File: config.mk
export PLATFORM = sky130hd
export DESIGN_NAME = primus_alu_pipe
export DESIGN_NICKNAME = d
export VERILOG_FILES = /design/src/rtl/primus_alu_pkg.sv /design/src/rtl/primus_pipe_stage.sv /design/src/rtl/primus_alu_pipe.sv
export SDC_FILE = /design/constraint.sdc
export NUM_CORES = 1
export LEC_CHECK = 0
export CORE_ASPECT_RATIO = 1.1
export CORE_MARGIN = 3
export CORE_UTILIZATION = 55
export CTS_BUF_LIST = sky130_fd_sc_hd__clkbuf_16
export DETAILED_ROUTE_END_ITERATION = 12
export MAX_ROUTING_LAYER = met4
export PLACE_DENSITY_LB_ADDON = 0.15
export SLEW_MARGIN = 20
export SYNTH_ARGS = -nofsm -noshare
export SYNTH_HDL_FRONTEND = slang
export SYNTH_SLANG_ARGS = --single-unit
File: constraint.sdc
create_clock -name clk_i -period 7.2 [get_ports clk_i]
set_input_delay 1.44 -clock clk_i [delete_from_list [all_inputs] [get_ports clk_i]]
set_output_delay 1.44 -clock clk_i [all_outputs]
set_load 0.01 [all_outputs]
File: src/rtl/primus_alu_pkg.sv
// Purpose: shared op encodings for the primus execute-stage ALU pipeline.
// Latency: n/a (types and constants only).
// Backpressure: n/a.
package primus_alu_pkg;

  localparam int ALU_OP_W = 4;

  // Codes 10..15 are deliberately left unassigned and decode as illegal.
  typedef enum logic [ALU_OP_W-1:0] {
    ALU_ADD  = 4'd0,
    ALU_SUB  = 4'd1,
    ALU_SLL  = 4'd2,
    ALU_SLT  = 4'd3,
    ALU_SLTU = 4'd4,
    ALU_XOR  = 4'd5,
    ALU_SRL  = 4'd6,
    ALU_SRA  = 4'd7,
    ALU_OR   = 4'd8,
    ALU_AND  = 4'd9
  } alu_op_e;

endpackage

File: src/rtl/primus_pipe_stage.sv
// Purpose: one valid/ready register slice carrying an opaque payload.
// Latency: 1 cycle from up_valid to dn_valid when not stalled.
// Backpressure: holds its entry while full and dn_ready is low; loads whenever empty.
//
// Ports:
//   clk, rst            clock, asynchronous active-high reset
//   up_valid, up_data   entry offered by the previous slice (or the issue side)
//   dn_valid, dn_data   registered entry presented downstream
//   dn_ready            downstream slice will move this cycle (or the consumer accepts)
//
// The matching upstream-ready is not produced here: the owning pipeline derives
// every slice's readiness from the valid bits directly, which keeps the ready
// path free of slice-to-slice combinational chaining.
module primus_pipe_stage #(
  parameter int W = 8
) (
  input  logic         clk,
  input  logic         rst,
  input  logic         up_valid,
  input  logic [W-1:0] up_data,
  output logic         dn_valid,
  output logic [W-1:0] dn_data,
  input  logic         dn_ready
);

  // A slice moves when it is empty (bubble collapsing) or its occupant leaves.
  logic advance;
  assign advance = !dn_valid || dn_ready;

  always_ff @(posedge clk or posedge rst) begin
    if (rst) begin
      dn_valid <= 1'b0;
      dn_data  <= '0;
    end else if (advance) begin
      dn_valid <= up_valid;
      // Data only changes when a real entry arrives; bubbles leave it alone.
      if (up_valid) begin
        dn_data <= up_data;
      end
    end
  end

endmodule

File: src/rtl/primus_alu_pipe.sv
// Purpose: pipelined integer ALU for the execute stage, carrying a tag with each op.
// Latency: STAGES cycles from accept to valid_o when the output is not stalled.
// Backpressure: bubble-collapsing valid/ready; ready_o depends combinationally on ready_i.
//
// Ports:
//   clk_i, rst_i                  clock, asynchronous active-high reset
//   valid_i, ready_o              issue handshake
//   op_i, rs1_i, rs2_i, tag_i     operation, operands, opaque tag
//   valid_o, ready_i              result handshake
//   result_o, zero_o, err_o, tag_o result, result==0 flag, illegal-op flag, returned tag
import primus_alu_pkg::*;

module primus_alu_pipe #(
  parameter int WIDTH  = 32,
  parameter int STAGES = 3,
  parameter int TAG_W  = 5
) (
  input  logic                clk_i,
  input  logic                rst_i,
  input  logic                valid_i,
  output logic                ready_o,
  input  logic [ALU_OP_W-1:0] op_i,
  input  logic [WIDTH-1:0]    rs1_i,
  input  logic [WIDTH-1:0]    rs2_i,
  input  logic [TAG_W-1:0]    tag_i,
  output logic                valid_o,
  input  logic                ready_i,
  output logic [WIDTH-1:0]    result_o,
  output logic                zero_o,
  output logic                err_o,
  output logic [TAG_W-1:0]    tag_o
);

  localparam int SH_W = $clog2(WIDTH);
  // Payload layout, MSB first: {err, zero, tag, result}.
  localparam int P_W  = WIDTH + TAG_W + 2;

  // ---------------------------------------------------------------------------
  // Compute (combinational, registered by the first slice)
  // ---------------------------------------------------------------------------
  logic [SH_W-1:0]  shamt;
  logic [WIDTH-1:0] res;
  logic             res_err;
  logic             res_zero;

  // Only the low log2(WIDTH) bits of rs2 select the shift distance.
  assign shamt = rs2_i[SH_W-1:0];

  always_comb begin
    res     = '0;
    res_err = 1'b0;
    case (op_i)
      ALU_ADD:  res = rs1_i + rs2_i;
      ALU_SUB:  res = rs1_i - rs2_i;
      ALU_SLL:  res = rs1_i << shamt;
      ALU_SLT:  res = {{(WIDTH-1){1'b0}}, $signed(rs1_i) < $signed(rs2_i)};
      ALU_SLTU: res = {{(WIDTH-1){1'b0}}, rs1_i < rs2_i};
      ALU_XOR:  res = rs1_i ^ rs2_i;
      ALU_SRL:  res = rs1_i >> shamt;
      ALU_SRA:  res = $signed(rs1_i) >>> shamt;
      ALU_OR:   res = rs1_i | rs2_i;
      ALU_AND:  res = rs1_i & rs2_i;
      default:  res_err = 1'b1;   // illegal codes yield a zero result
    endcase
  end

  // Zero flag is captured alongside the result rather than recomputed at the
  // output, so the output stage carries no comparator.
  assign res_zero = (res == '0);

  // ---------------------------------------------------------------------------
  // Register slices
  // ---------------------------------------------------------------------------
  // Index 0 is the issue side; index k (1..STAGES) is the output of slice k.
  logic [STAGES:0] stg_vld;
  logic [P_W-1:0]  stg_dat [STAGES+1];

  assign stg_vld[0] = valid_i;
  assign stg_dat[0] = {res_err, res_zero, tag_i, res};

  for (genvar k = 0; k < STAGES; k++) begin : g_stage
    logic dn_rdy;

    // A slice's downstream neighbour moves when the consumer accepts or when
    // any slice from that neighbour to the output is empty. This is the
    // unrolled form of "empty or next advances", computed from valid bits only.
    if (k == STAGES - 1) begin : g_last
      assign dn_rdy = ready_i;
    end else begin : g_mid
      assign dn_rdy = ready_i || !(&stg_vld[STAGES:k+2]);
    end

    primus_pipe_stage #(
      .W (P_W)
    ) u_stage (
      .clk      (clk_i),
      .rst      (rst_i),
      .up_valid (stg_vld[k]),
      .up_data  (stg_dat[k]),
      .dn_valid (stg_vld[k+1]),
      .dn_data  (stg_dat[k+1]),
      .dn_ready (dn_rdy)
    );
  end

  // First slice can take an op if it is empty or it will move this cycle,
  // i.e. some slice is empty or the consumer accepts.
  assign ready_o = ready_i || !(&stg_vld[STAGES:1]);

  assign valid_o = stg_vld[STAGES];
  assign {err_o, zero_o, tag_o, result_o} = stg_dat[STAGES];

endmodule

==> flow_summary.yaml, run 1 <==
power:
  total_power_uw: 3290
  pwr-share-clk_pct: 28.0
  intPower_uw: 2100
  power_frac_comb_pct: 41.7
  peakVddDrop_uv: 180
  power_switching_uw: 1190
  leakage_uw: 0.00680
  powerDensity_nw_per_um2: 204
  seqPwrFrac_pct: 30.3
  swShare_pct: 36.1
cells_and_area:
  drive_above_1_share_pct: 16.6
  layout.nets: 1911
  fill_cells: 2018
  syn_to_final_growth_pct: 14.8
  antenna_cells: 0
  final_cell_mix: "nand2_1, mux2_2, nor2_1"
  layout.cells.most_common: "nand2_1"
cts:
  ctsResizeCount: 0
  clk_path_buf_depth: 3
  cts_made_buffers: 25
  hold_buffers: 0
  post_cts_buffers: 0
  cts_tree: "built"
  cts_sinks: 120
  clk_pin_slew_worst_paths_ns: 0.04
  cts-root-buf: "clkbuf_16"
  clk_latency_ns: 0.46
  cts.htree.levels: 4
critical_path:
  max_stage_delay_ns: 0.85
  endpoint_kind: "flip-flop"
  critical_path.top_delay_family: "compound AO/OA/AOI/OAI gates"
  worst_ep_required_time_ns: 7.55
  cp.depth: 14
  path_buf_inv: 2
  slowest_stage: "a2111oi_0"
  critical_path.cell_chain: "clkdlybuf4s50_1 > inv_1 > ha_1 > nand2b_1 > o311ai_0 > a2111oi_0 > o31a_1 > a32oi_1 > a2111o_1 > nor4_1 > nand4_1 > nor4_1 > nand4_1 > o41ai_2"
  cp-start-kind: "primary input"
  rr_worst_depth: 11
  worst-setup-path-type: "in -> reg"
  crit_arrival_ns: 6.42
  worstPathMaxFanout: 10
floorplanning:
  die_h_um: 173
  coreArea_um2: 24800
  rows: 60
  dieArea_um2: 27400
  die_x_um: 158
  ios: 118
  start_util_pct: 56.6
logic_synthesis:
  synth_flop_cell: "dfrtp_1"
  async_flop_share_pct: 100
  synthesis.area_um2: 14000
  synth_cell_types: 94
  seq_area_frac_synth_pct: 21.4
  yosysWarnings: 0
  synthCells: 1668
  avgSynthCellArea_um2: 8.40
  ys_seq_elements: 120
  synth-edff-count: 0
  synth_nets: 1844
sta:
  period_minus_slack_ns: 6.08
  finalSetupTns_ns: 0
  drv_slew: 0
  finalSetupViolCount: 0
  hold_viol: 0
  post-route-period-util_pct: 84.4
  slew_headroom_pct: 26.1
  grt_setup_unrepaired: "no"
  clock_skew_ns: 0.0113
  fin_ws_ns: 1.12
  max_freq_mhz: 165
  worstMarginPinSlew_ns: 1.11
route:
  wl_per_cell_um: 28.8
  via_count: 15000
  met1_length_mm: 22.1
  wl_mm: 59.0
  route.detailed.drc: 0
  route.met2.wl_mm: 27.1
  ant_nets: 0
  dr.max_layer_used: "met4"
  dr_wl_met3_mm: 6.03
  drtIter0Drc: 2378
  drt_pass1_iterations: 8
  via_per_inst: 7.30
place:
  post-place-ws_ns: 0.844
  place_hpwl_mm: 43.3
  io_buffers: 117
  gp_congestion: 1.17
global_routing:
  overflow: 0
  grt_pass1_wl_mm: 88.0
  antenna_found_initial: 0
  grt_max_degree: 85
  grt_pass1_vias: 14500
  grtUsageTotal_pct: 42.7
hold_path:
  whs_path_depth: 1
  hold_path_class: "reg -> reg"
run_status:
  status: "complete, no violations"
flow_run:
  drv_cap: 0
[final timing paths]
check                                                    from                              to  slack [ns]
worst max register to register    g_stage[2].u_stage.dn_valid  g_stage[0].u_stage.dn_data[37]        3.87
max in group asynchronous                               rst_i  g_stage[2].u_stage.dn_data[25]        4.49
min in group asynchronous                               rst_i   g_stage[1].u_stage.dn_data[4]        1.37
worst max-delay path                                 rs1_i[2]  g_stage[0].u_stage.dn_data[37]        1.12
worst min-delay path            g_stage[1].u_stage.dn_data[9]   g_stage[1].u_stage.dn_data[9]        0.50
worst min register to register  g_stage[1].u_stage.dn_data[9]   g_stage[1].u_stage.dn_data[9]        0.50
[synth_stat cells, drive strengths merged, types with 6 or more instances]
library cell	n	area share [%]
a2111oi	13	1.2
o221ai	12	0.75
nor2	130	3.5
inv	101	2.7
nand2b	23	1.0
a22oi	12	0.64
a221o	11	0.79
nor3	49	1.7
dfrtp	120	21
buf	44	1.7
or3	10	0.45
o22ai	28	1.2
a21oi	111	4.0
mux4	39	6.3
clkbuf	84	2.2
mux2i	44	3.1
o31ai	12	0.64
o32ai	6	0.37
a32oi	6	0.37
nand4	18	0.80
ha	97	8.7
nand3	24	0.86
o21a	9	0.48
a221oi	20	1.3
nand2	137	3.7
a31oi	15	0.67
mux2	133	11
or2	6	0.27
o21bai	9	0.48
o21ai	105	3.8
xnor2	9	0.56
nor2b	14	0.62
nor4	19	0.85
a211oi	32	1.7
and3	8	0.36
o211ai	23	1.2
or4	8	0.46
a21o	18	0.96
[metrics by stage]
step	hold WS, ns	util, %	cell area [µm²]	std cells
global route	0.513	64.9	16100	2050
CTS	0.503	64.9	16100	2050
detailed placement	0.466	62.3	15400	2018
floorplan	0.444	-	14000	1668
finish	0.502	64.9	16100	2050
global placement	0.457	62.3	15400	2018
[kinds of logic (layout without fill, tap and decap cells)]
kind of cell,count (synthesis),in the layout,synth area share [%]
AOI/OAI and AO/OA,517,517,25.7
xor gates and xnor gates,10,10,0.625
adders and majority gates,99,99,8.94
buffers and inverters,231,303,6.69
DFF,120,120,21.4
muxes,216,216,20.2
and+or+nand+nor,475,475,16.4
[power by group through the flow]
stage	combinational (µW)	sequential (µW)	clock (µW)
final	1370	997	920
after global routing	1450	1020	966
after CTS	1340	996	928
after detailed placement	1310	989	0
after global placement	1280	970	0
after floorplan	750	1000	0
[state kept, by name, summed over array words and instances (netlist names)]
| signal | flops |
|---|---|
| g_stage.u_stage.dn_data | 117 |
| g_stage.u_stage.dn_valid | 3 |
[worst reg2reg max path, delay by kind of cell, from the launching register on]
family / cells / cell delay (ns)
AOI/OAI and AO/OA: 2 / 0.48
DFF: 1 / 0.41
and+or+nand+nor: 9 / 2.35
[routing by layer]
metal,vias to the layer above,GRT usage (%)
li1,6413,-
met4,0,21.5
met3,223,6.17
met1,7224,54.1
met2,1114,66.2
met5,-,-
[area by class of cell]
class	instances	area (µm²)	area share (%)
multi-input combinational	1317	10100	62.8
sequential	120	3000	18.7
timing repair buffer	168	1550	9.63
clock buffer	25	626	3.89
inverter	103	389	2.42
tap	310	388	2.41
clock inverter	7	27.5	0.171
(Power assumes the default switching activity.)
==> inputs of run 2 (changes only) <==
clock period = 5.3 ns   (was 7.2 ns; I/O delays follow)
==> run 2 against run 1 <==
Core utilization is 4.7 points higher; combinational power increased by 45%; die area did not move; sequential power is 36% higher; first-iteration DRC count increased by 0.59%; global-route usage up 1.4 points; critical path type unchanged; largest cell class unchanged.
==> flow_summary.yaml, run 2 (synthesis results as in run 1) <==
run_status:
  status: "complete, no violations"
global_routing:
  grt_pass1_vias: 15300
  grt_pass1_wl_mm: 91.6
  grtUsageTotal_pct: 44.1
  antenna_found_initial: 1
  overflow: 0
  grt_max_degree: 83
cells_and_area:
  largest-register: "g_stage.u_stage.dn_data"
  layout.nets: 2051
  final_cells: 2191
  drive_above_1_share_pct: 22.9
  final_cell_mix: "buf_4, nand2_1, mux2_2"
  antenna_cells: 0
  fill_cells: 1933
  syn_to_final_growth_pct: 23.1
  largest_reg_flops: 117
  biggestRegsByFlops: "g_stage.u_stage.dn_data: 117 flops, g_stage.u_stage.dn_valid: 3 flops"
  fin_util_pct: 69.7
  layout.cells.most_common: "buf_4"
cts:
  clk_path_buf_depth: 3
  clk_pin_slew_worst_paths_ns: 0.05
  cts_made_buffers: 25
  clk_latency_ns: 0.46
  cts.htree.levels: 4
  hold_buffers: 0
  post_cts_buffers: 0
  cts_tree: "built"
  cts_sinks: 120
  cts-root-buf: "clkbuf_16"
sta:
  worstMarginPinSlew_ns: 1.06
  fin_ws_ns: 0.220
  period_minus_slack_ns: 5.08
  post-route-period-util_pct: 95.8
  hold_viol: 0
  finalSetupViolCount: 0
  grt_setup_unrepaired: "no"
  drv_slew: 0
  slew_headroom_pct: 29.0
  clock_skew_ns: 0.00963
  max_freq_mhz: 197
place:
  post-place-cells: 2158
  post-place-ws_ns: -0.0467
  gp_congestion: 1.10
  place_hpwl_mm: 45.5
  io_buffers: 117
route:
  ant_nets: 0
  drt_pass1_iterations: 9
  route.detailed.drc: 0
  wl_mm: 60.2
  drtIter0Drc: 2392
  wl_per_cell_um: 27.5
  via_per_inst: 7.17
  via_count: 15700
floorplanning:
  rows: 60
  die_x_um: 158
  ios: 118
  coreArea_um2: 24800
  die_h_um: 173
  start_util_pct: 56.6
  dieArea_um2: 27400
critical_path:
  endpoint_kind: "flip-flop"
  crit_arrival_ns: 5.42
  worstPathMaxFanout: 4
  worst-setup-path-type: "in -> reg"
  cp-start-kind: "primary input"
  worst_ep_required_time_ns: 5.64
power:
  powerDensity_nw_per_um2: 270
  peakVddDrop_uv: 265
  leakage_uw: 0.00753
flow_run:
  drv_cap: 0
hold_path:
  hold_path_class: "reg -> reg"
==> run 2: changes by cell type in the layout (fill, tap and decap cells not counted), sizes merged <==
cell / previous run / this run
inv: 104 / 105
buf: 55 / 195
clkinv: 6 / 5
bufinv: 0 / 1
==> run 2: critical path, stage by stage <==
cell             delay (ns)
clkdlybuf4s50_1        0.50
inv_1                  0.07
ha_1                   0.35
a21o_1                 0.21
a21oi_1                0.29
a2111oi_1              0.22
o31ai_1                0.44
o311ai_1               0.18
buf_4                  0.18
o21a_1                 0.19
o31ai_1                0.56
nand4_1                0.22
nor4_1                 0.39
buf_4                  0.18
nand4_1                0.11
o41ai_2                0.26
==> run 2: per-layer routing <==
metal / share of wire, % / global-route usage, % / wire (µm)
met2: 46 / 68.1 / 27400
met1: 38 / 55.4 / 22700
met5: 0 / - / 0
met3: 10 / 7.09 / 6000
met4: 6.8 / 23.0 / 4120
==> run 2: power breakdown <==
group	internal [µW]	total [µW]	switching, µW
sequential	1190	1360	169
clock	881	1310	433
combinational	939	1990	1050
total	3010	4660	1660
==> run 2: path summary, 6_finish.rpt <==
check                           cells after the start  slack [ns]                      startpoint                        endpoint
min in group asynchronous                           2        1.24                           rst_i  g_stage[0].u_stage.dn_data[11]
worst max-delay path                               16        0.22                        rs1_i[3]  g_stage[0].u_stage.dn_data[37]
worst min-delay path                                1        0.50  g_stage[2].u_stage.dn_data[16]  g_stage[2].u_stage.dn_data[16]
worst min register to register                      1        0.50  g_stage[2].u_stage.dn_data[16]  g_stage[2].u_stage.dn_data[16]
worst max register to register                     13        2.26     g_stage[2].u_stage.dn_valid  g_stage[0].u_stage.dn_data[37]
max in group asynchronous                           3        3.10                           rst_i  g_stage[0].u_stage.dn_data[26]
==> run 2: layout make-up <==
class	count	area (µm²)	share of cell area, %
tap	310	388	2.25
sequential	120	3000	17.4
clock buffer	25	626	3.62
multi-input combinational	1317	10100	58.6
timing repair buffer	308	2690	15.6
clock inverter	8	58.8	0.341
inverter	103	389	2.25
==> run 2: timing repair <==
action,CTS,global route
hold endpoints to repair,0,0
gates resized for setup,0,2
setup endpoints to repair,0,1
==> run 2: through the flow <==
step / total power [µW] / TNS, ns / hold slack [ns] / area (µm²)
after floorplan: 2380 / 0 / 0.444 / 14000
after detailed placement: 3260 / -0.0467 / 0.467 / 16600
after global routing: 4870 / 0 / 0.520 / 17300
final: 4660 / 0 / 0.501 / 17300
after CTS: 4620 / 0 / 0.495 / 17300
after global placement: 3180 / -0.0451 / 0.458 / 16600
